### src/rtl/vga_pkg.sv
// Shared 640x480 timing constants, derived frame totals, arbiter state encoding
// and the registered video-decode bundle.
package vga_pkg;
  localparam int unsigned VGA_H_SYNC = 96;
  localparam int unsigned VGA_H_BP   = 48;
  localparam int unsigned VGA_H_ACT  = 640;
  localparam int unsigned VGA_H_FP   = 16;
  localparam int unsigned VGA_V_SYNC = 2;
  localparam int unsigned VGA_V_BP   = 33;
  localparam int unsigned VGA_V_ACT  = 480;
  localparam int unsigned VGA_V_FP   = 10;

  localparam int unsigned VGA_H_TOT = VGA_H_SYNC + VGA_H_BP + VGA_H_ACT + VGA_H_FP;
  localparam int unsigned VGA_V_TOT = VGA_V_SYNC + VGA_V_BP + VGA_V_ACT + VGA_V_FP;

  // Counter width covers the larger of the two totals (10 bits for 800/525).
  localparam int unsigned CNT_W = $clog2((VGA_H_TOT > VGA_V_TOT) ? VGA_H_TOT : VGA_V_TOT);

  typedef logic [CNT_W-1:0] cnt_t;

  typedef enum logic [1:0] {
    IDLE,
    WAIT_VBL,
    GRANT,
    RELEASE
  } upd_state_t;

  typedef struct packed {
    logic hsync;
    logic vsync;
    logic display;
    cnt_t col;
    cnt_t row;
  } vid_dec_t;

  localparam vid_dec_t DEC_RST = '{hsync: 1'b1, vsync: 1'b1, display: 1'b0, col: '0, row: '0};
endpackage

### src/rtl/vga_upd_arbiter.sv
// Sprite-memory update arbiter: grants a single requester only inside vertical
// blanking and withdraws the grant before the first active line.
module vga_upd_arbiter
  import vga_pkg::*;
(
  input  logic clk,
  input  logic rst_n,
  input  logic line_start,
  input  logic vblank,
  input  logic vblank_end,
  input  logic upd_req,
  output logic upd_gnt
);
  upd_state_t state, state_nxt;

  always_ff @(posedge clk or negedge rst_n) begin
    if (!rst_n) begin
      state   <= IDLE;
      upd_gnt <= 1'b0;
    end else begin
      state   <= state_nxt;
      upd_gnt <= (state_nxt == GRANT);
    end
  end

  // A request held across end of vblank parks in RELEASE until it is dropped.
  always_comb begin
    state_nxt = state;
    case (state)
      IDLE:     if (upd_req) state_nxt = WAIT_VBL;
      WAIT_VBL: begin
        if (!upd_req)                 state_nxt = IDLE;
        else if (line_start && vblank) state_nxt = GRANT;
      end
      GRANT: begin
        if (!upd_req)        state_nxt = IDLE;
        else if (vblank_end) state_nxt = RELEASE;
      end
      RELEASE:  if (!upd_req) state_nxt = IDLE;
      default:  state_nxt = IDLE;
    endcase
  end
endmodule

### src/rtl/vga_timing_ctrl.sv
// VGA frame timing: h/v counters, syncs, display window, strobes, vblank-gated
// sprite update grant. Define VGA_PIX_DIV_EN to run pixels at CLK/2.
module vga_timing_ctrl
  import vga_pkg::*;
#(
  parameter int unsigned H_SYNC = VGA_H_SYNC,
  parameter int unsigned H_BP   = VGA_H_BP,
  parameter int unsigned H_ACT  = VGA_H_ACT,
  parameter int unsigned H_FP   = VGA_H_FP,
  parameter int unsigned V_SYNC = VGA_V_SYNC,
  parameter int unsigned V_BP   = VGA_V_BP,
  parameter int unsigned V_ACT  = VGA_V_ACT,
  parameter int unsigned V_FP   = VGA_V_FP
) (
  input  logic       CLK,
  input  logic       RESET_N,
  input  logic       UPD_REQ,
  output logic [9:0] H_Counts,
  output logic [9:0] V_Counts,
  output logic       HSYNC,
  output logic       VSYNC,
  output logic       display,
  output logic [9:0] Display_Col,
  output logic [9:0] Display_Row,
  output logic       PIX_TICK,
  output logic       LINE_START,
  output logic       FRAME_START,
  output logic       UPD_GNT
);
  localparam cnt_t H_TOT  = cnt_t'(H_SYNC + H_BP + H_ACT + H_FP);
  localparam cnt_t V_TOT  = cnt_t'(V_SYNC + V_BP + V_ACT + V_FP);
  localparam cnt_t H_LAST = H_TOT - cnt_t'(1);
  localparam cnt_t V_LAST = V_TOT - cnt_t'(1);
  localparam cnt_t H_SY   = cnt_t'(H_SYNC);
  localparam cnt_t V_SY   = cnt_t'(V_SYNC);
  localparam cnt_t H_A0   = cnt_t'(H_SYNC + H_BP);
  localparam cnt_t H_A1   = cnt_t'(H_SYNC + H_BP + H_ACT);
  localparam cnt_t V_A0   = cnt_t'(V_SYNC + V_BP);
  localparam cnt_t V_A1   = cnt_t'(V_SYNC + V_BP + V_ACT);
  localparam cnt_t V_EOV  = V_A0 - cnt_t'(1);

  function automatic vid_dec_t decode(input cnt_t h, input cnt_t v);
    vid_dec_t d;
    d.hsync   = (h >= H_SY);
    d.vsync   = (v >= V_SY);
    d.display = (h >= H_A0) && (h < H_A1) && (v >= V_A0) && (v < V_A1);
    d.col     = d.display ? (h - H_A0) : '0;
    d.row     = d.display ? (v - V_A0) : '0;
    return d;
  endfunction

  logic     h_wrap, v_wrap, vblank, vblank_end;
  cnt_t     h_nxt, v_nxt;
  vid_dec_t dec_q;

  always_ff @(posedge CLK or negedge RESET_N) begin
    if (!RESET_N) PIX_TICK <= 1'b0;
`ifdef VGA_PIX_DIV_EN
    else          PIX_TICK <= ~PIX_TICK;
`else
    else          PIX_TICK <= 1'b1;
`endif
  end

  assign h_wrap = (H_Counts == H_LAST);
  assign v_wrap = (V_Counts == V_LAST);
  assign h_nxt  = h_wrap ? '0 : H_Counts + cnt_t'(1);
  assign v_nxt  = !h_wrap ? V_Counts : (v_wrap ? '0 : V_Counts + cnt_t'(1));

  // Decode the next count values so every output lands on the same edge as the counters.
  always_ff @(posedge CLK or negedge RESET_N) begin
    if (!RESET_N) begin
      H_Counts    <= '0;
      V_Counts    <= '0;
      dec_q       <= DEC_RST;
      LINE_START  <= 1'b0;
      FRAME_START <= 1'b0;
    end else if (PIX_TICK) begin
      H_Counts    <= h_nxt;
      V_Counts    <= v_nxt;
      dec_q       <= decode(h_nxt, v_nxt);
      LINE_START  <= h_wrap;
      FRAME_START <= h_wrap && v_wrap;
    end else begin
      LINE_START  <= 1'b0;
      FRAME_START <= 1'b0;
    end
  end

  assign HSYNC       = dec_q.hsync;
  assign VSYNC       = dec_q.vsync;
  assign display     = dec_q.display;
  assign Display_Col = dec_q.col;
  assign Display_Row = dec_q.row;

  assign vblank     = (V_Counts < V_A0) || (V_Counts >= V_A1);
  assign vblank_end = PIX_TICK && h_wrap && (V_Counts == V_EOV);

  vga_upd_arbiter u_arb (
    .clk        (CLK),
    .rst_n      (RESET_N),
    .line_start (LINE_START),
    .vblank     (vblank),
    .vblank_end (vblank_end),
    .upd_req    (UPD_REQ),
    .upd_gnt    (UPD_GNT)
  );
endmodule

### config.mk
export PLATFORM = sky130hd
export DESIGN_NAME = vga_timing_ctrl
export DESIGN_NICKNAME = d
export VERILOG_FILES = /design/src/rtl/vga_pkg.sv /design/src/rtl/vga_upd_arbiter.sv /design/src/rtl/vga_timing_ctrl.sv
export SDC_FILE = /design/constraint.sdc
export NUM_CORES = 1
export LEC_CHECK = 0
export BUFFER_PORTS_ARGS = -buffer_cell sky130_fd_sc_hd__buf_2
export CORE_UTILIZATION = 60
export CTS_BUF_LIST = sky130_fd_sc_hd__clkbuf_16
export CTS_CLUSTER_SIZE = 25
export DETAILED_ROUTE_END_ITERATION = 10
export GPL_ROUTABILITY_DRIVEN = 0
export PLACE_DENSITY = 0.85
export SLEW_MARGIN = 0
export SYNTH_ARGS = -nofsm -noshare
export SYNTH_HDL_FRONTEND = slang
export SYNTH_SLANG_ARGS = --single-unit
### constraint.sdc
create_clock -name CLK -period 4.1 [get_ports CLK]
set_clock_uncertainty 0.05 [all_clocks]
set_input_delay 0.82 -clock CLK [delete_from_list [all_inputs] [get_ports CLK]]
set_output_delay 0.82 -clock CLK [all_outputs]
set_load 0.05 [all_outputs]
==> results.toml, run 1 <==
[cts]
cts.sinks = 49
cts_resized = 0
cts_tree = "built"
worstSkewPairLatency_ps = 280
cts-root-buf = "clkbuf_16"
post_cts_buffers = 0
cts_buffers = 5
path_clk_slew_ps = 70
cts_max_level = 2
ctsHoldBuffers = 0
clockBufferDepth = 2

[power_and_ir_drop]
p_leak_uw = 0.00160
combPwrFrac_pct = 42.5
p_per_area_nw_per_um2 = 607
finalPower_uw = 2160
seqPwrFrac_pct = 33.3
net-switching-power_uw = 955
p_int_uw = 1200
p_sw_share_pct = 44.3
clockPowerShare_pct = 24.2
worst_ir_drop_vdd_mv = 0.484

[synthesis]
ys_async_sr_fraction_pct = 100
syn-instance-count = 331
synth-edff-count = 0
synth-seq-cells = 49
synthAdderAreaFrac_pct = 3.61
synth_top_family_by_area = "simple AND/OR/NAND/NOR gates"
syn_area_sq_um = 3120
synth_top_area_share_pct = 37.7
synth.area.mux_share_pct = 1.85
syn_nets = 343
yosysWarningCount = 0
synth.distinct_cells = 58
synthSimpleGateAreaFrac_pct = 20.5
synth-main-ff-cell = "dfrtp_1"
synth_compound_area_share_pct = 19.5
syn_area_per_cell_sq_um = 9.42
synth_area_leaders = "dfrtp_1 38%, o22ai_2 7.2%, xnor2_1 5.1%"
yosysTopAreaCell = "dfrtp_1"
ys_seq_area_share_pct = 39.4
synth-xor-area-share_pct = 7.58

[die]
die_y_um = 74.1
io_pins = 50
core_area_sq_um = 4850
die_area_sq_um = 5490
die_x_um = 74.1
start_util_pct = 64.3
row_count = 25

[timing]
drv_slew = 0
hold_viol = 0
fin_crit_sh_pct = 90.6
fmax_mhz = 269
max_slew_margin_pct = 19.2
worst_pin_slew_ps = 1210
setup_tns_ps = 0
rsz0062_at_grt = "false"
setup_violations = 0
final.min_clock_period_ps = 3710

[route]
wl_per_cell_um = 15.6
drc = 0
dr.pass1.iters = 4
num_vias = 2576
wirelength_mm = 6.80
drt_iter0_drc = 174
ant_nets = 0
via_per_inst = 5.92

[critical_path]
cp.arrival_ps = 3770
required_ps = 4160
worst_setup_path_start_kind = "register"
cp_max_fo = 21
endpoint_kind = "register"
criticalPathCategory = "register to register"

[placement]
dpl.hpwl_mm = 4.70
portBuffers = 49

[grt]
grt_max_degree = 50
antenna_found_initial = 0
grt_util_all_layers_pct = 26.8
grt_pass1_vias = 2397
grt-ovfl-total = 0
grt_pass1_wl_mm = 11.2

[finish]
n_fill_cell = 348
drive_gt1_share_pct = 25.8
diodes = 0
final_nets = 379
area_delta_synth_final_pct = 13.8

[flow_run]
drv_cap = 0

[run_status]
status = "completed"

[min_path]
hold_path.class = "register to register"
[sequential cells by signal (all words and copies together), names as in the netlist]
signal         count
H_Counts          10
u_arb.state        2
HSYNC              1
LINE_START         1
VSYNC              1
display            1
Display_Col       10
Display_Row       10
u_arb.upd_gnt      1
FRAME_START        1
V_Counts          10
PIX_TICK           1
[cell families (layout without fill, tap and decap cells)]
kind of cell    Yosys count  in the layout
xor+xnor                 27             27
mux                       5              5
simple gates            105            105
compound gates           80             80
fa+ha+maj                 9              9
other cells               1              1
buf+inv                  55             92
flops                    49             49
[cell type report]
class                      instances  area [sq um]  area share (%)
multi-input combinational        227          1660            46.7
timing repair buffer              52           268            7.54
tap                               67          83.8            2.36
inverter                          32           120            3.38
clock buffer                       5           125            3.52
clock inverter                     3          65.1            1.83
sequential                        49          1230            34.6
[layer usage]
metal	global-route usage, %	routed length [um]	up-vias	part of all wire [%]
li1	-	-	1231	-
met1	35.0	3010	1217	44
met2	43.2	3240	115	48
met3	5.69	444	13	6.5
met4	11.1	109	0	1.6
met5	0	0	-	0
[stage by stage]
stage	cells	hold WS, ps	setup WS (ps)	utilization (%)	instance area (sq um)
after CTS	435	448	409	73.2	3550
after detailed placement	427	438	478	69.3	3360
after global placement	427	431	625	69.3	3360
after global routing	435	467	129	73.2	3550
final	435	440	385	73.2	3550
after floorplan	331	439	876	-	3120
[power by group through the flow]
stage	registers (uW)	clock network (uW)	logic (uW)
finish	718	522	915
global route	737	550	986
CTS	715	528	915
detailed placement	722	0	903
global placement	716	0	879
floorplan	939	0	498
[cells in the final DEF, fill, tap and decap left out, types with 3 or more instances in the layout]
cell and count:
nand2_1 24, clkbuf_16 5, and3_1 5, buf_2 49
o21ai_0 18, dfrtp_1 46, nor2_1 18, nor3_1 9
ha_1 9, nand4_1 11, xnor2_1 18, buf_4 3
nand2b_1 3, inv_1 32, a21oi_1 17, o22ai_2 18
xor2_1 9, and4_1 3, nand3_1 8, a31oi_1 5
or3_1 4
[worst max-delay path, stage by stage (launching register included)]
cell,delay (ps)
dfrtp_1,510
ha_1,410
and3_1,410
nand3_1,140
buf_4,190
nor3_1,160
a21oi_1,80
inv_1,120
ha_1,260
nor3b_2,70
o211ai_2,930
o22ai_1,190
[Yosys cell counts (2+ instances only)]
cell type,count
clkbuf_1,12
mux2_2,2
and2b_1,2
nor3_1,9
nand3b_1,2
o22ai_2,18
mux2i_1,2
nor4_4,2
inv_1,32
dfstp_2,2
xor2_1,9
nor2b_1,2
o21ai_1,2
dfrtp_1,47
a211oi_1,2
o31ai_1,2
xnor2_1,18
o21ai_0,18
ha_1,9
nand2b_1,3
nand4_1,11
and2_1,2
and4bb_2,2
a21o_1,2
buf_6,2
nand2_1,24
and4_1,3
nor2_1,18
a31oi_1,5
and3_1,5
or3_1,4
buf_2,8
nor4_1,2
a21oi_1,17
nand3_1,8
[worst paths after layout]
path	from	endpoint	slack, ps	cells past startpoint
worst max-delay path	H_Counts[0]	Display_Col[3]	390	11
worst min-delay path	HSYNC	HSYNC	440	2
worst max register to register	H_Counts[0]	Display_Col[3]	390	11
worst min register to register	HSYNC	HSYNC	440	2
max in group asynchronous	RESET_N	PIX_TICK	2590	1
min in group asynchronous	RESET_N	u_arb.state[1]	690	1
(Power assumes the default switching activity.)
==> inputs of run 2 (changes only) <==
ABC_AREA = 1   (was unset)
CELL_PAD_IN_SITES_DETAIL_PLACEMENT = 0   (was unset)
CELL_PAD_IN_SITES_GLOBAL_PLACEMENT = 2   (was unset)
CORE_UTILIZATION = 34   (was 60)
==> run 2 against run 1 <==
Compared with the run above: clock-buffer cell count did not move; routed wire length grew 17%; sequential power decreased by 23%; non-clock buffer count shrank 1; sequential cell count unchanged; core utilization is 33 points lower; register-to-register slack better by 720 ps; critical path depth grew 3; cell count grew 36%; total power is 40% lower; die area is 75% higher.
==> results.toml, run 2 <==
[run_status]
status = "completed"

[finish]
n_fill_cell = 950
drive_gt1_share_pct = 19.6
final_cells = 593
area_delta_synth_final_pct = 14.5
mostFrequentLayoutCell = "nand2_1"
final_nets = 496
mostFrequentLayoutCells = "135 x nand2_1, 62 x inv_1, 49 x buf_2"
fin_util_pct = 40.7
design_area_sq_um = 3600
diodes = 0

[critical_path]
reg2reg_slack_ps = 1100
worst_setup_path_start_kind = "register"
endpoint_kind = "register"
cp_max_fo = 18
reg2reg_depth = 14
reg2reg_from = "H_Counts[0]"
cp.arrival_ps = 3180
criticalPathCategory = "register to register"
required_ps = 4280
r2r_end = "Display_Col[6]"

[grt]
grt_max_degree = 50
antenna_found_initial = 0
grt_pass1_vias = 2808
grt_pass1_wl_mm = 14.0
grt-ovfl-total = 0
grt_util_all_layers_pct = 18.3

[timing]
hold_slack_ps = 422
worst_pin_slew_ps = 777
fmax_mhz = 334
hold_viol = 0
setup_violations = 0
drv_slew = 0
fin_crit_sh_pct = 73.1
max_slew_margin_pct = 48.2
setup_tns_ps = 0
rsz0062_at_grt = "false"
final.min_clock_period_ps = 3000

[cts]
path_clk_slew_ps = 70
clockBufferDepth = 2
cts-root-buf = "clkbuf_16"
cts_tree = "built"
cts_resized = 0
cts_buffers = 5
post_cts_buffers = 0
worstSkewPairLatency_ps = 290
cts.sinks = 49
ctsHoldBuffers = 0
cts_max_level = 2

[route]
dr.pass1.iters = 6
drc = 0
wirelength_mm = 7.97
drt_iter0_drc = 118
num_vias = 2840
via_per_inst = 4.79
wl_per_cell_um = 13.4
ant_nets = 0

[synthesis]
syn_area_per_cell_sq_um = 7.16
synth-edff-count = 0
synth-seq-cells = 49
ys_async_sr_fraction_pct = 100
syn_area_sq_um = 3140
syn_nets = 451
synth.most_common_cell = "nand2_1"
synth_top_area_share_pct = 37.4
syn-instance-count = 439
synth_area_leaders = "dfrtp_1 37%, nand2_1 16%, inv_1 7.3%"
ys_seq_area_share_pct = 39.1
synth.distinct_cells = 34
synth-main-ff-cell = "dfrtp_1"
yosysWarningCount = 0
synthTopCellsByCount = "135 x nand2_1, 61 x inv_1, 47 x dfrtp_1"
yosysTopAreaCell = "dfrtp_1"

[power_and_ir_drop]
worst_ir_drop_vdd_mv = 0.257
combPwrFrac_pct = 26.1
clockPowerShare_pct = 31.3
p_int_uw = 821
p_leak_uw = 0.00204
net-switching-power_uw = 482
p_per_area_nw_per_um2 = 362
seqPwrFrac_pct = 42.6
p_sw_share_pct = 37.0

[die]
row_count = 34
die_x_um = 98.1
core_area_sq_um = 8850
die_area_sq_um = 9630
start_util_pct = 35.5
die_y_um = 98.1
io_pins = 50

[placement]
place_inst = 585
portBuffers = 49
dpl.hpwl_mm = 5.81
dpl_cell_area_sq_um = 3460

[min_path]
min_to = "Display_Row[2]"
worstHoldStart = "Display_Row[2]"
hold_depth = 2
hold_path.class = "register to register"

[flow_run]
drv_cap = 0
[run 2: power groups by stage]
| stage | clock [uW] | sequential [uW] | combinational, uW |
|---|---|---|---|
| 2_1_floorplan | 0 | 644 | 170 |
| 3_3_place_gp | 0 | 565 | 344 |
| 3_5_place_dp | 0 | 564 | 341 |
| 4_1_cts | 423 | 555 | 343 |
| 5_1_grt | 439 | 562 | 385 |
| 6_report | 408 | 555 | 340 |
[run 2: through the flow]
step           total power, uW  worst slack (ps)
4_1_cts                   1320              1090
2_1_floorplan              814              1240
5_1_grt                   1390               771
3_3_place_gp               909              1160
3_5_place_dp               906              1100
6_report                  1300              1100
[run 2: layout make-up]
type	count	area (sq um)	area share (%)
sequential	49	1230	34.1
tap	108	135	3.76
timing repair buffer	51	260	7.23
clock buffer	5	125	3.48
multi-input combinational	308	1580	43.8
clock inverter	3	13.8	0.382
inverter	69	259	7.20
[run 2: cell families (layout without fill, tap and decap cells)]
| group | count (synthesis) | after routing | synth area share (%) |
|---|---|---|---|
| fa+ha+maj | 9 | 9 | 3.58 |
| xor+xnor | 11 | 11 | 3.07 |
| buf+inv | 82 | 128 | 10.7 |
| compound gates | 46 | 46 | 7.84 |
| flops | 49 | 49 | 39.1 |
| other cells | 1 | 1 | 0.119 |
| simple gates | 241 | 241 | 35.5 |
[run 2: critical path: stages, from the launching register on]
cell and delay [ps]:
dfrtp_1 470, ha_1 220, nand2_2 110, nor2_4 150
nand4_4 290, o21ai_1 460, ha_1 220, inv_1 70
nand4_1 130, nand2_2 90, nand2_2 90, nand3_4 130
nor2_8 290, nand2_1 100, nand2_1 70
[run 2: how the worst max path moves through the flow]
stage	start	to	slack, ps	depth (start not counted)
2_1_floorplan	H_Counts[0]	Display_Col[9]	1240	18
3_3_place_gp	H_Counts[0]	Display_Col[4]	1160	14
3_5_place_dp	H_Counts[0]	Display_Col[6]	1100	14
4_1_cts	H_Counts[0]	Display_Col[6]	1090	14
5_1_grt	H_Counts[0]	Display_Col[8]	770	14
6_report	H_Counts[0]	Display_Col[6]	1100	14
[run 2: routing by layer]
layer	part of all wire [%]	vias up	track usage [%]
met5	0	-	0
met4	1.1	0	4.82
met3	2.5	7	2.65
met2	48	41	32.2
met1	48	1328	23.5
li1	-	1464	-
